--- src/rtl/wb_pkg.sv ---
// Shared types for the write-back stage: FSM states, load-size codes and the held entry.
package wb_pkg;

  localparam int WB_DATA_W = 64;

  typedef enum logic [1:0] {
    IDLE     = 2'b00,
    WRITE    = 2'b01,
    WRITE_HI = 2'b10,
    WRITE_LO = 2'b11
  } wb_state_e;

  typedef enum logic [1:0] {
    LD_BYTE   = 2'b00,
    LD_HALF   = 2'b01,
    LD_WORD   = 2'b10,
    LD_DOUBLE = 2'b11
  } ld_size_e;

  typedef struct packed {
    logic [4:0]           rd;
    logic                 we;
    logic                 dbl;
    logic [WB_DATA_W-1:0] data;
    logic                 icc_we;
    logic [3:0]           icc;
    logic                 y_we;
    logic [31:0]          y;
  } wb_entry_t;

endpackage

--- src/rtl/write_back_stage_load_formatter.sv ---
// Size/sign extension of the retiring write data; purely combinational, no backpressure.
module load_formatter
  import wb_pkg::*;
#(
  parameter int BUS_DATA_WIDTH = 64
) (
  input  logic                      is_load_i,
  input  logic [1:0]                ld_size_i,
  input  logic                      ld_signed_i,
  input  logic [BUS_DATA_WIDTH-1:0] alu_result_i,
  input  logic [BUS_DATA_WIDTH-1:0] mem_data_i,
  output logic [WB_DATA_W-1:0]      data_o
);

  logic [WB_DATA_W-1:0] mem64;

  assign mem64 = WB_DATA_W'(mem_data_i);

  always_comb begin
    data_o = WB_DATA_W'(alu_result_i);
    if (is_load_i) begin
      case (ld_size_e'(ld_size_i))
        LD_BYTE: data_o = {32'b0, {24{ld_signed_i & mem64[7]}}, mem64[7:0]};
        LD_HALF: data_o = {32'b0, {16{ld_signed_i & mem64[15]}}, mem64[15:0]};
        LD_WORD: data_o = {32'b0, mem64[31:0]};
        default: data_o = mem64;
      endcase
    end
  end

endmodule

--- src/rtl/write_back_stage.sv ---
// Final SPARC pipeline stage: drives the register-file, icc and Y write ports one cycle after accept.
// Stalls upstream (mw_ready=0) only during the first half of a split double write.
module write_back_stage
  import wb_pkg::*;
#(
  parameter int BUS_DATA_WIDTH = 64,
  parameter bit SPLIT_DOUBLE   = 1'b1,
  parameter int CNT_WIDTH      = 32
) (
  input  logic                      clk,
  input  logic                      reset,
  input  logic                      mw_valid,
  output logic                      mw_ready,
  input  logic [4:0]                mw_rd,
  input  logic                      mw_regWrite,
  input  logic                      mw_regWriteDouble,
  input  logic                      mw_is_load,
  input  logic [1:0]                mw_ld_size,
  input  logic                      mw_ld_signed,
  input  logic [BUS_DATA_WIDTH-1:0] mw_alu_result,
  input  logic [BUS_DATA_WIDTH-1:0] mw_mem_data,
  input  logic                      mw_icc_write,
  input  logic [3:0]                mw_icc,
  input  logic                      mw_y_write,
  input  logic [31:0]               mw_y,
  output logic                      WB_reg_en,
  output logic                      WB_regDouble_en,
  output logic [4:0]                WB_regD_out,
  output logic [WB_DATA_W-1:0]      WB_data_out,
  output logic                      WB_icc_en,
  output logic [3:0]                WB_icc_out,
  output logic                      WB_Y_en,
  output logic [31:0]               WB_Y_out,
  output logic [4:0]                MemWB_regD_out,
  output logic                      MemWB_regWrite,
  output logic                      MemWB_regWriteDouble,
  output logic [CNT_WIDTH-1:0]      retired_count
);

  wb_state_e            state_q, state_d;
  wb_entry_t            entry_q, entry_d, entry_in;
  logic [WB_DATA_W-1:0] fmt_data;
  logic                 accept;

  logic                 reg_en_d, dbl_en_d, icc_en_d, y_en_d;
  logic [4:0]           regd_d;
  logic [WB_DATA_W-1:0] data_d;
  logic [3:0]           icc_d;
  logic [31:0]          y_d;
  logic [4:0]           hz_rd_d;
  logic                 hz_we_d, hz_dbl_d;

  load_formatter #(.BUS_DATA_WIDTH(BUS_DATA_WIDTH)) u_fmt (
    .is_load_i    (mw_is_load),
    .ld_size_i    (mw_ld_size),
    .ld_signed_i  (mw_ld_signed),
    .alu_result_i (mw_alu_result),
    .mem_data_i   (mw_mem_data),
    .data_o       (fmt_data)
  );

  assign mw_ready = (state_q != WRITE_HI);
  assign accept   = mw_valid && mw_ready;

  // Pair writes always target an even register, so rd[0] is dropped at capture.
  always_comb begin
    entry_in        = '0;
    entry_in.rd     = mw_regWriteDouble ? {mw_rd[4:1], 1'b0} : mw_rd;
    entry_in.we     = mw_regWrite;
    entry_in.dbl    = mw_regWriteDouble;
    entry_in.data   = fmt_data;
    entry_in.icc_we = mw_icc_write;
    entry_in.icc    = mw_icc;
    entry_in.y_we   = mw_y_write;
    entry_in.y      = mw_y;

    if (accept) begin
      entry_d = entry_in;
      state_d = (mw_regWriteDouble && SPLIT_DOUBLE) ? WRITE_HI : WRITE;
    end else begin
      entry_d = entry_q;
      state_d = (state_q == WRITE_HI) ? WRITE_LO : IDLE;
    end
  end

  // Output values for the coming cycle, decoded from the next state so they can be registered.
  always_comb begin
    reg_en_d = 1'b0;
    dbl_en_d = 1'b0;
    icc_en_d = 1'b0;
    y_en_d   = 1'b0;
    regd_d   = 5'd0;
    data_d   = '0;
    icc_d    = 4'd0;
    y_d      = 32'd0;
    hz_rd_d  = 5'd0;
    hz_we_d  = 1'b0;
    hz_dbl_d = 1'b0;

    if (state_d != IDLE) begin
      hz_rd_d  = entry_d.rd;
      hz_we_d  = entry_d.we;
      hz_dbl_d = entry_d.dbl;
    end

    case (state_d)
      WRITE: begin
        regd_d   = entry_d.rd;
        data_d   = entry_d.data;
        reg_en_d = entry_d.we && (entry_d.rd != 5'd0);
        dbl_en_d = entry_d.we && entry_d.dbl && !SPLIT_DOUBLE;
        icc_en_d = entry_d.icc_we;
        icc_d    = entry_d.icc;
        y_en_d   = entry_d.y_we;
        y_d      = entry_d.y;
      end
      WRITE_HI: begin
        regd_d   = entry_d.rd;
        data_d   = {32'b0, entry_d.data[63:32]};
        reg_en_d = entry_d.we && (entry_d.rd != 5'd0);
        icc_en_d = entry_d.icc_we;
        icc_d    = entry_d.icc;
        y_en_d   = entry_d.y_we;
        y_d      = entry_d.y;
      end
      WRITE_LO: begin
        regd_d   = entry_d.rd | 5'd1;
        data_d   = {32'b0, entry_d.data[31:0]};
        reg_en_d = entry_d.we;
      end
      default: ;
    endcase
  end

  always_ff @(posedge clk) begin
    if (reset) begin
      state_q              <= IDLE;
      entry_q              <= '0;
      WB_reg_en            <= 1'b0;
      WB_regDouble_en      <= 1'b0;
      WB_regD_out          <= 5'd0;
      WB_data_out          <= '0;
      WB_icc_en            <= 1'b0;
      WB_icc_out           <= 4'd0;
      WB_Y_en              <= 1'b0;
      WB_Y_out             <= 32'd0;
      MemWB_regD_out       <= 5'd0;
      MemWB_regWrite       <= 1'b0;
      MemWB_regWriteDouble <= 1'b0;
      retired_count        <= '0;
    end else begin
      state_q              <= state_d;
      entry_q              <= entry_d;
      WB_reg_en            <= reg_en_d;
      WB_regDouble_en      <= dbl_en_d;
      WB_regD_out          <= regd_d;
      WB_data_out          <= data_d;
      WB_icc_en            <= icc_en_d;
      WB_icc_out           <= icc_d;
      WB_Y_en              <= y_en_d;
      WB_Y_out             <= y_d;
      MemWB_regD_out       <= hz_rd_d;
      MemWB_regWrite       <= hz_we_d;
      MemWB_regWriteDouble <= hz_dbl_d;
      if (state_q == WRITE || state_q == WRITE_LO) begin
        retired_count <= retired_count + CNT_WIDTH'(1);
      end
    end
  end

endmodule

--- config.mk ---
export PLATFORM = sky130hd
export DESIGN_NAME = write_back_stage
export DESIGN_NICKNAME = d
export VERILOG_FILES = /design/src/rtl/wb_pkg.sv /design/src/rtl/write_back_stage_load_formatter.sv /design/src/rtl/write_back_stage.sv
export SDC_FILE = /design/constraint.sdc
export NUM_CORES = 1
export LEC_CHECK = 0
export ABC_AREA = 1
export BUFFER_PORTS_ARGS = -buffer_cell sky130_fd_sc_hd__buf_2
export CAP_MARGIN = 20
export CELL_PAD_IN_SITES_DETAIL_PLACEMENT = 1
export CELL_PAD_IN_SITES_GLOBAL_PLACEMENT = 1
export CORE_UTILIZATION = 31
export DETAILED_ROUTE_END_ITERATION = 8
export GPL_TIMING_DRIVEN = 0
export PLACE_DENSITY_LB_ADDON = 0.1
export SETUP_SLACK_MARGIN = 0.2
export SYNTH_ARGS = -nofsm -noshare
export SYNTH_HDL_FRONTEND = slang
export SYNTH_SLANG_ARGS = --single-unit
--- constraint.sdc ---
create_clock -name clk -period 2.4 [get_ports clk]
set_clock_uncertainty 0.2 [all_clocks]
set_input_delay 0.6 -clock clk [delete_from_list [all_inputs] [get_ports clk]]
set_output_delay 0.6 -clock clk [all_outputs]
set_load 0.005 [all_outputs]
# Word level (Yosys, flattened, before mapping)
# Index checks and enable logic that the tools add are counted.
[op_classes] bitwise_logic=4 mux=10 n_eq_ne=9 n_addsub=1 n_reduce_logical=9
[ops] operator="$pmux 64 s3" n=2
[ops] operator="$mux 109" n=1
[ops] operator="$mux 64" n=1
[ops] operator="$add 32x1->32 const B" n=1
[ops] operator="$eq 2x2->1 const B" n=5
[ops] operator="$pmux 5 s2" n=1
[ops] operator="$eq 2x1->1 const B" n=3
[ops] operator="$mux 2" n=3
[ops] operator="$reduce_or 2->1" n=3
[ops] operator="$reduce_bool 5->1" n=1
[ops] operator="$and 1x1->1" n=2
[ops] operator="$logic_and 1x1->1" n=2
[ops] operator="$logic_not 2->1" n=1
[ops] operator="$ne 2x2->1 const B" n=1
[ops] operator="$not 1->1" n=2
[ops] operator="$pmux 1 s2" n=1
[ops] operator="$reduce_bool 2->1" n=1
[ops] operator="$logic_or 1x1->1" n=1
[ops] operator="$mux 1" n=1
[word_totals] input_bits=180 regBits=258

# Depth between registers and ports, before layout
# Gate-level depths: netlist of the first run.
[logic_depth] ltp_word=7 ltp_mapped=14 ltp_nobuf=13

# By module
# From an unflattened synthesis of the first run, not the netlist that was laid out.
[unflattened] cells_unflattened=1524 area_unflattened_um2=10717.8
[modules_own_cells] module="write_back_stage" cells_each=1251 n_inst=1 area_per_inst_um2=9486.6 seq_area_each_um2=5165.0
[modules_own_cells] module="load_formatter" cells_each=273 n_inst=1 area_per_inst_um2=1231.2 seq_area_each_um2=0.0

# Worst setup path after synthesis of the first run
# No wires, ideal clock.
[synth_timing] path_kind="in2reg" start="input port mw_valid" end="register WB_Y_out[14]" stages=11 slack_ns=-0.054 required_time_ns=2.072 t_arrival_ns=2.126 setup_time_ns=0.128 cell_sequence="nand2_4 inv_2 buf_2 nand2_1 nand2_1 inv_1 ha_1 nand2_1 clkbuf_1 clkbuf_1 nor2_1"
[synth_via] elab_chain_len=6 word_cells_on_any_way=8 cone_classes="eq/ne: 2; mux: 2; bitwise: 1; reduce/logical: 3"
[synth_rtl] element="start, declared" line_no="write_back_stage.sv:12" rtl="input logic mw_valid,"
[synth_rtl] element="$logic_and 1x1->1 *" line_no="write_back_stage.sv:63" rtl="assign accept = mw_valid && mw_ready;"
[synth_rtl] element="$mux 2 *" line_no="write_back_stage.sv:77" rtl="if (accept) begin"
[synth_rtl] element="named net state_d[1]" line_no="write_back_stage.sv:40" rtl="wb_state_e state_q, state_d;"
[synth_rtl] element="$eq 2x2->1 or $eq 2x1->1 (tied branches)" line_no="write_back_stage.sv:106" rtl="case (state_d)"
[synth_rtl] element="$reduce_or 2->1 (no line) *"
[synth_rtl] element="$not 1->1 (no line) *"
[synth_rtl] element="$reduce_or 2->1 (no line) *"
[synth_rtl] element="end signal, assigned" line_no="write_back_stage.sv:161" rtl="WB_Y_out <= y_d;"
[synth_rtl] element="end, declared" line_no="write_back_stage.sv:33" rtl="output logic [31:0] WB_Y_out,"
# The timed path passes the listed nets; every way through them passes the cells marked *.
# A chain may end at the register's enable or synchronous reset.

# Worst setup path after layout of the first run
[layout_timing] start="register state_q[0]" end="register WB_data_out[49]"
[layout_via] elab_chain_len=5 word_cells_on_any_way=10 cone_classes="eq/ne: 5; mux: 4; reduce/logical: 1"
[layout_rtl] element="start, declared" line_no="write_back_stage.sv:40"
[layout_rtl] element="start signal, assigned" line_no="write_back_stage.sv:152" rtl="state_q <= state_d;"
[layout_rtl] element="$eq 2x2->1 or $ne 2x2->1 (tied branches)" line_no="write_back_stage.sv:82, write_back_stage.sv:62"
[layout_rtl] element="$mux 2 or $logic_and 1x1->1 (tied branches)" line_no="write_back_stage.sv:82, write_back_stage.sv:63"
[layout_rtl] element="$mux 2 *" line_no="write_back_stage.sv:77"
[layout_rtl] element="named net state_d[1]" line_no="write_back_stage.sv:40"
[layout_rtl] element="$eq 2x2->1 or $eq 2x1->1 (tied branches)" line_no="write_back_stage.sv:106"
[layout_rtl] element="$pmux 64 s3 *" line_no="write_back_stage.sv:106"
[layout_rtl] element="end signal, assigned" line_no="write_back_stage.sv:157" rtl="WB_data_out <= data_d;"
[layout_rtl] element="end, declared" line_no="write_back_stage.sv:29" rtl="output logic [WB_DATA_W-1:0] WB_data_out,"
# Marks and branches as above.

==> results of run 1 <==
==> routing by layer <==
metal	global-route usage [%]	up-vias	wire length (microns)
met5	0	-	22
met4	6.20	4	973
met3	4.88	57	2050
met2	35.5	256	16500
met1	28.0	4719	16800
li1	-	5159	-
==> layout make-up <==
type | count | area (sq um) | area share (%)
clock inverter | 5 | 75.1 | 0.543
sequential | 258 | 5170 | 37.4
buffer | 83 | 547 | 3.95
inverter | 106 | 408 | 2.95
tap | 442 | 553 | 4.00
clock buffer | 47 | 896 | 6.47
multi-input combinational | 952 | 4430 | 32.0
antenna | 5 | 12.5 | 0.0904
timing repair buffer | 337 | 1740 | 12.6
==> cell usage in the layout (no fill, tap or decap), types with 6 or more instances in the layout <==
cell / count
sky130_fd_sc_hd__nor2_2: 6
sky130_fd_sc_hd__buf_4: 24
sky130_fd_sc_hd__nand3_1: 63
sky130_fd_sc_hd__inv_1: 100
sky130_fd_sc_hd__dfxtp_1: 257
sky130_fd_sc_hd__nor2_1: 227
sky130_fd_sc_hd__o211ai_1: 32
sky130_fd_sc_hd__nor3_1: 13
sky130_fd_sc_hd__nor3_2: 24
sky130_fd_sc_hd__buf_2: 344
sky130_fd_sc_hd__clkbuf_8: 10
sky130_fd_sc_hd__clkbuf_1: 36
sky130_fd_sc_hd__clkbuf_4: 7
sky130_fd_sc_hd__o21a_1: 13
sky130_fd_sc_hd__o21ai_0: 34
sky130_fd_sc_hd__nand2_1: 393
sky130_fd_sc_hd__o21ai_1: 22
sky130_fd_sc_hd__clkbuf_16: 33
sky130_fd_sc_hd__a21oi_1: 88
==> power groups by stage <==
stage	Combinational (mW)	Sequential, mW	Clock [mW]
after global routing	1.67	4.62	4.82
after global placement	1.34	4.68	0
after detailed placement	1.37	4.69	0
after floorplan	0.768	4.69	0
final	1.48	4.60	4.51
after CTS	1.47	4.60	4.64
==> worst max-delay path, cell delays in order, from the launching register on <==
cell and delay [ps]:
sky130_fd_sc_hd__dfxtp_4 350, sky130_fd_sc_hd__inv_4 70, sky130_fd_sc_hd__nand2_4 70, sky130_fd_sc_hd__nand2_8 110, sky130_fd_sc_hd__inv_8 30, sky130_fd_sc_hd__buf_8 120, sky130_fd_sc_hd__nand2_2 60, sky130_fd_sc_hd__nand2_2 60
sky130_fd_sc_hd__inv_2 90, sky130_fd_sc_hd__ha_4 130, sky130_fd_sc_hd__inv_2 40, sky130_fd_sc_hd__or2_4 230, sky130_fd_sc_hd__buf_12 150, sky130_fd_sc_hd__clkbuf_16 160, sky130_fd_sc_hd__nor3_4 160
==> logic make-up after synthesis <==
| family | Yosys count | share of synthesized area, % |
|---|---|---|
| AO/OA/AOI/OAI | 192 | 10.6 |
| XOR/XNOR | 2 | 0.172 |
| adder cells (fa/ha/maj) | 5 | 0.614 |
| buffers and inverters | 189 | 7.87 |
| flip-flops | 258 | 50.7 |
| other | 1 | 0.0368 |
| AND/OR/NAND/NOR | 752 | 30.0 |
==> registers in the layout, indices dropped and copies added, names as in the netlist <==
name,count
MemWB_regWrite,1
MemWB_regD_out,5
state_q,2
retired_count,32
WB_Y_en,1
WB_icc_en,1
WB_icc_out,4
WB_regD_out,5
MemWB_regWriteDouble,1
WB_reg_en,1
WB_data_out,64
WB_Y_out,32
entry_q,109
==> cell usage after synthesis <==
cell,count
sky130_fd_sc_hd__nand2_1,397
sky130_fd_sc_hd__dfxtp_1,258
sky130_fd_sc_hd__nor2_1,229
sky130_fd_sc_hd__inv_1,103
sky130_fd_sc_hd__a21oi_1,88
sky130_fd_sc_hd__nand3_1,63
sky130_fd_sc_hd__clkbuf_1,44
sky130_fd_sc_hd__nor3_1,40
sky130_fd_sc_hd__o21ai_0,35
sky130_fd_sc_hd__o211ai_1,32
sky130_fd_sc_hd__o21ai_1,22
sky130_fd_sc_hd__buf_2,20
sky130_fd_sc_hd__buf_4,16
sky130_fd_sc_hd__o21a_1,13
sky130_fd_sc_hd__ha_1,5
sky130_fd_sc_hd__nand4_1,5
sky130_fd_sc_hd__nor2_2,5
sky130_fd_sc_hd__nor2_4,4
sky130_fd_sc_hd__inv_2,3
sky130_fd_sc_hd__buf_1,2
sky130_fd_sc_hd__nand2_4,2
sky130_fd_sc_hd__o21bai_1,2
sky130_fd_sc_hd__or2_2,2
sky130_fd_sc_hd__xor2_1,2
sky130_fd_sc_hd__and3_1,1
sky130_fd_sc_hd__buf_6,1
sky130_fd_sc_hd__conb_1,1
sky130_fd_sc_hd__nand3_2,1
sky130_fd_sc_hd__nand3_4,1
sky130_fd_sc_hd__nand3b_1,1
sky130_fd_sc_hd__nor3_2,1
==> worst paths after layout <==
check | start | endpoint | cells past startpoint | slack (ps)
setup / recovery | state_q[0]$_SDFF_PP0_ | WB_data_out[49]$_SDFF_PP0_ | 14 | 280
hold / removal | mw_y[17] | entry_q[17]$_SDFF_PP0_ | 5 | 170
setup reg to reg | state_q[0]$_SDFF_PP0_ | WB_data_out[49]$_SDFF_PP0_ | 14 | 280
hold reg to reg | entry_q[62]$_SDFF_PP0_ | entry_q[62]$_SDFF_PP0_ | 2 | 280
==> repair_timing <==
action / CTS / global route
pin swaps: 2 / 2
setup buffers: 10 / 0
resized for setup: 60 / 26
endpoints found under the setup margin: 130 / 50
hold buffers: 0 / 0
cloned: 1 / 1
==> summary.md, run 1 <==
| Metric | Value |
|---|---|
| Die outline area | between 30,000 and 40,000 sq um |
| Internal power summed over all cells | 7.83 mW |
| Height of the die | ~180 microns |
| Pleak | 6.63 nW |
| Routed vias/inst | 4.56 |
| Instance area at placement | 12,400 sq um |
| Antenna-violating nets left | 0 |
| CTS tree | yes |
| Placed cell count | 2,166 |
| Share of total power in combinational logic | about 14% |
| Ratio of cells with drive above 1 in the final layout | 27.7% |
| Post-detailed-route DRC marker count | 0 |
| Layout net count | 1,953 |
| Path type of the worst setup path | reg2reg |
| Filler instances | around 4,200 |
| Final critical path time including I/O delays and setup | 2120 ps |
| Register area share after synthesis | between 50% and 60% |
| Sum of internal, switching and leakage power | 10.6 mW |
| Part of the total power dissipated in sequential elements | 43.4% |
| First-iteration detailed-routing DRC count | between 300 and 400 |
| Maximum fanout along the worst path | 6 |
| Crit. End Element | flop |
| Distinct cells, synth | 31 |
| Unrepaired setup endpoints after global routing | true |
| Clk slew on worst S/H paths | 60 ps |
| Power per cell area | 765 nW/um^2 |
| Total of buffers placed on input and output ports | 325 |
| Startpoint type of the worst setup path | flop |
| Final design area excluding fillers | about 14,000 sq um |
| Share of the synthesized area in the top cell type | 50.7% |
| Total number of clock tree sinks | 258 |
| Required time of the critical path | 2660 ps |
| Per-instance average area after synthesis | about 7.3 sq um |
| Final hold violation count | 0 |
| Vias in the first global route | 10,500 |
| Setup total negative slack | 0 ps |
| Switching portion of total power | 26.1% |
| Clock share of power | a little over two fifths |
| Gpl congestion | 0.802 |
| Cell chosen for the clock root | sky130_fd_sc_hd__clkbuf_16 |
| Final design utilization | 42.6% |
| Post-DR wirelength/cell | 16.3 microns |
| Post-synthesis instance area | 10,200 sq um |
| Synth warnings | 0 |
| Result of the run | completed |
| Total of max-cap violations | 0 |
| Detailed-route wire length | 36.3 mm |
| Count of endpoints failing setup in the final report | 0 |
| Pin count of the biggest net entering global routing | 15 |
| Estimated wirelength of the detail-placed design | 27.4 mm |
| X dimension of the die | 183 microns |
| Initial antenna violation count | 6 |
| Flip-flop and latch count after synthesis | 258 |
| Final Cycle Share | 88.3% |
| Clock latency on the worst-skew pair | 550 ps |
| Min Hold Slack | 167 ps |
| Worst-case setup slack after placement | -516 ps |
| Final std cells w/o fill | 2,235 |
| Area of the core region | 32,500 sq um |
| Largest buffer count on any clock path | 3 |
| Number of buffers created by CTS | 30 |
| First-pass GRT wire length | 56.5 mm |
| First-pass DRT Iterations | 5 |
| Largest area contributor in the synthesized netlist | sky130_fd_sc_hd__dfxtp_1 |
| Slew headroom | roughly 27% |
| Effective utilization at floorplan | 31.4% |
| Cell Rows | between 60 and 70 |
| Hold Path Class | in2reg |
| Max frequency | 472 MHz |
| Cell types with the largest area share after synthesis | sky130_fd_sc_hd__dfxtp_1, sky130_fd_sc_hd__nand2_1, sky130_fd_sc_hd__nor2_1 |
| Signal arrival time at the worst endpoint | 2380 ps |
| NetSw | 2.76 mW |
| GR Util All Layers | 21.5% |
| IO Pins | 329 |
| Total via count after detailed routing | 10,200 |
| Final setup slack of the worst path | 282 ps |
| Total overflow reported by the global router | 0 |
| H-Tree Level Count | 1 |
| Final count of pins violating max slew | 0 |
| Slew of the pin with the lowest slew margin | 1090 ps |
| P&R area growth vs syn | 35.8% |
| Net Count, Synth | 1,584 |
| VDD IR max | around 0.50 mV |
| Number of instances in the synthesized netlist | 1,399 |
Note: power is estimated with default switching activity, not from simulation.
==> run 2: changes to the inputs <==
GPL_TIMING_DRIVEN = 1   (was 0)
==> summary.md, run 2 (synthesized netlist as in run 1, its figures left out) <==
| Metric | Value |
|---|---|
| VDD IR max | 0.493 mV (-1.5%) |
| Area of the core region | 32,500 sq um (unchanged) |
| Setup slack, reg-to-reg | 350 ps (+70 ps) |
| Top library cells by usage in the layout, fill and taps aside | sky130_fd_sc_hd__nand2_1, sky130_fd_sc_hd__buf_2, sky130_fd_sc_hd__dfxtp_1 |
| Post-DR wirelength/cell | 15.6 microns (-3.9%) |
| Cell Rows | 66 (unchanged) |
| Layout net count | 1,894 (-3.0%) |
| Total number of clock tree sinks | 258 (unchanged) |
| First-iteration detailed-routing DRC count | 304 (-23%) |
| Largest stage delay on the critical path | 360 ps (about the same) |
| Clock share of power | 41.6% (-1.0 points) |
| Final std cells w/o fill | 2,172 (-2.8%) |
| Signal arrival time at the worst endpoint | 1320 ps (-1060 ps) |
| Gpl congestion | 0.780 (-2.8%) |
| Number of buffers created by CTS | 29 (-3.3%) |
| Crit. End Element | output port |
| Unrepaired setup endpoints after global routing | false |
| Slew of the pin with the lowest slew margin | 693 ps (-398 ps) |
| Startpoint type of the worst setup path | flop |
| Estimated wirelength of the detail-placed design | 23.7 mm (-13%) |
| Maximum fanout along the worst path | 5 (-1) |
| Routed vias/inst | 4.55 (-0.15%) |
| Worst-case setup slack after placement | 13.3 ps (+529 ps) |
| Post-detailed-route DRC marker count | 0 (unchanged) |
| Power per cell area | 764 nW/um^2 (-0.21%) |
| Final critical path time including I/O delays and setup | 2120 ps (+2.72 ps) |
| Result of the run | completed |
| Number of flip-flops in the largest register | 109 (unchanged) |
| Total via count after detailed routing | 9,893 (-3.0%) |
| Total overflow reported by the global router | 0 (unchanged) |
| Final count of pins violating max slew | 0 (unchanged) |
| P&R area growth vs syn | 31.1% |
| Share of total power in combinational logic | 13.4% (-0.6 points) |
| Register name with the most flops | entry_q |
| Hold Path Class | in2reg |
| Slew headroom | 53.8% (+27 points) |
| Ratio of cells with drive above 1 in the final layout | 25.6% (-2.1 points) |
| Pleak | 6.41 nW (-3.4%) |
| Path type of the worst setup path | reg2out |
| Setup total negative slack | 0 ps (unchanged) |
| Switching portion of total power | 26.3% (+0.18 points) |
| Final Cycle Share | 88.4% (+0.11 points) |
| Count of endpoints failing setup in the final report | 0 (unchanged) |
| CTS tree | yes |
| Clk slew on worst S/H paths | 60 ps (about the same) |
| Detailed-route wire length | 33.9 mm (-6.7%) |
| Crit path max-delay cell type | sky130_fd_sc_hd__dfxtp_4 |
| Required time of the critical path | 1600 ps (-1060 ps) |
| Largest buffer count on any clock path | 3 (unchanged) |
| Placed cell count | 2,116 (-2.3%) |
| Final setup slack of the worst path | 279 ps (-2.72 ps) |
| Vias in the first global route | 10,100 (-3.8%) |
| Clock latency on the worst-skew pair | 540 ps (about the same) |
| Total of buffers placed on input and output ports | 327 (+0.62%) |
| Part of the total power dissipated in sequential elements | 45.1% (+1.7 points) |
| Internal power summed over all cells | 7.52 mW (-3.9%) |
| Effective utilization at floorplan | 31.4% (unchanged) |
| H-Tree Level Count | 1 (unchanged) |
| Die outline area | 33,600 sq um (unchanged) |
| First-pass DRT Iterations | 4 (-1) |
| Height of the die | 183 microns (unchanged) |
| Pin count of the biggest net entering global routing | 104 (+89) |
| Antenna-violating nets left | 0 (unchanged) |
| Final hold violation count | 0 (unchanged) |
| Regs by FF count | entry_q: 109 flops, WB_data_out: 64 flops |
| Cell chosen for the clock root | sky130_fd_sc_hd__clkbuf_16 |
| Chain of cells forming the critical path | inv_2, nand2_4, buf_4, buf_2 |
| NetSw | 2.68 mW (-3.0%) |
| Hold_buf cts | 0 (unchanged) |
| IO Pins | 329 (unchanged) |
| Initial antenna violation count | 5 (-1) |
| Most common cell after layout, fill and taps aside | sky130_fd_sc_hd__nand2_1 |
| First-pass GRT wire length | 52.6 mm (-7.0%) |
| Min Hold Slack | 165 ps (-2.60 ps) |
| Total of max-cap violations | 0 (unchanged) |
| GR Util All Layers | 19.6% (-1.9 points) |
| Max frequency | 471 MHz (-0.13%) |
| X dimension of the die | 183 microns (unchanged) |
## run 2: cell type report
cell class	instances	area [sq um]
well taps	442	553
fillers	4140	19100
diodes	4	10.0
inverters	106	400
clock buffers	42	835
flip-flops and latches	258	5170
clock inverters	6	58.8
repair buffers	362	2030
multi-input cells	952	4310
## run 2: repair_timing
action	in CTS	in global routing
setup buffers	0	2
pin swaps	0	1
gates resized for setup	4	16
cloned	0	2
setup endpoints to repair	35	53
## run 2: worst paths after layout
path / from / cells after the start / to
setup / recovery: state_q[0]$_SDFF_PP0_ / 4 / mw_ready
hold / removal: mw_icc[1] / 5 / entry_q[34]$_SDFF_PP0_
setup reg to reg: state_q[0]$_SDFF_PP0_ / 11 / WB_data_out[33]$_SDFF_PP0_
hold reg to reg: entry_q[62]$_SDFF_PP0_ / 2 / entry_q[62]$_SDFF_PP0_
## run 2: power groups by stage
stage | logic (mW) | registers, mW | clock network [mW]
after detailed placement | 1.35 | 4.69 | 0
after global routing | 1.55 | 4.62 | 4.52
after CTS | 1.36 | 4.60 | 4.36
final | 1.37 | 4.60 | 4.24
after global placement | 1.32 | 4.69 | 0
after floorplan | 0.768 | 4.69 | 0
## run 2: critical path: cells and delay by family (launching register included)
family / cells / cell delay, ps
simple gates: 1 / 70
flops: 1 / 360
buf+inv: 3 / 350
## run 2: metal layers
metal / part of all wire [%] / vias to the layer above / wire length, microns / global-route usage (%)
met5: 0.068 / - / 23 / 0
met4: 1.9 / 4 / 652 / 4.57
met3: 7.1 / 51 / 2400 / 5.42
met2: 45 / 220 / 15300 / 32.9
met1: 46 / 4593 / 15500 / 24.7
li1: - / 5025 / - / -
## run 2: metrics by stage
stage | power (mW) | util [%] | instance area, sq um
final | 10.2 | 41.2 | 13400
after global routing | 10.7 | 41.2 | 13400
after CTS | 10.3 | 40.8 | 13200
after detailed placement | 6.04 | 38.0 | 12300
after global placement | 6.01 | 38.0 | 12300
after floorplan | 5.45 | - | 10200
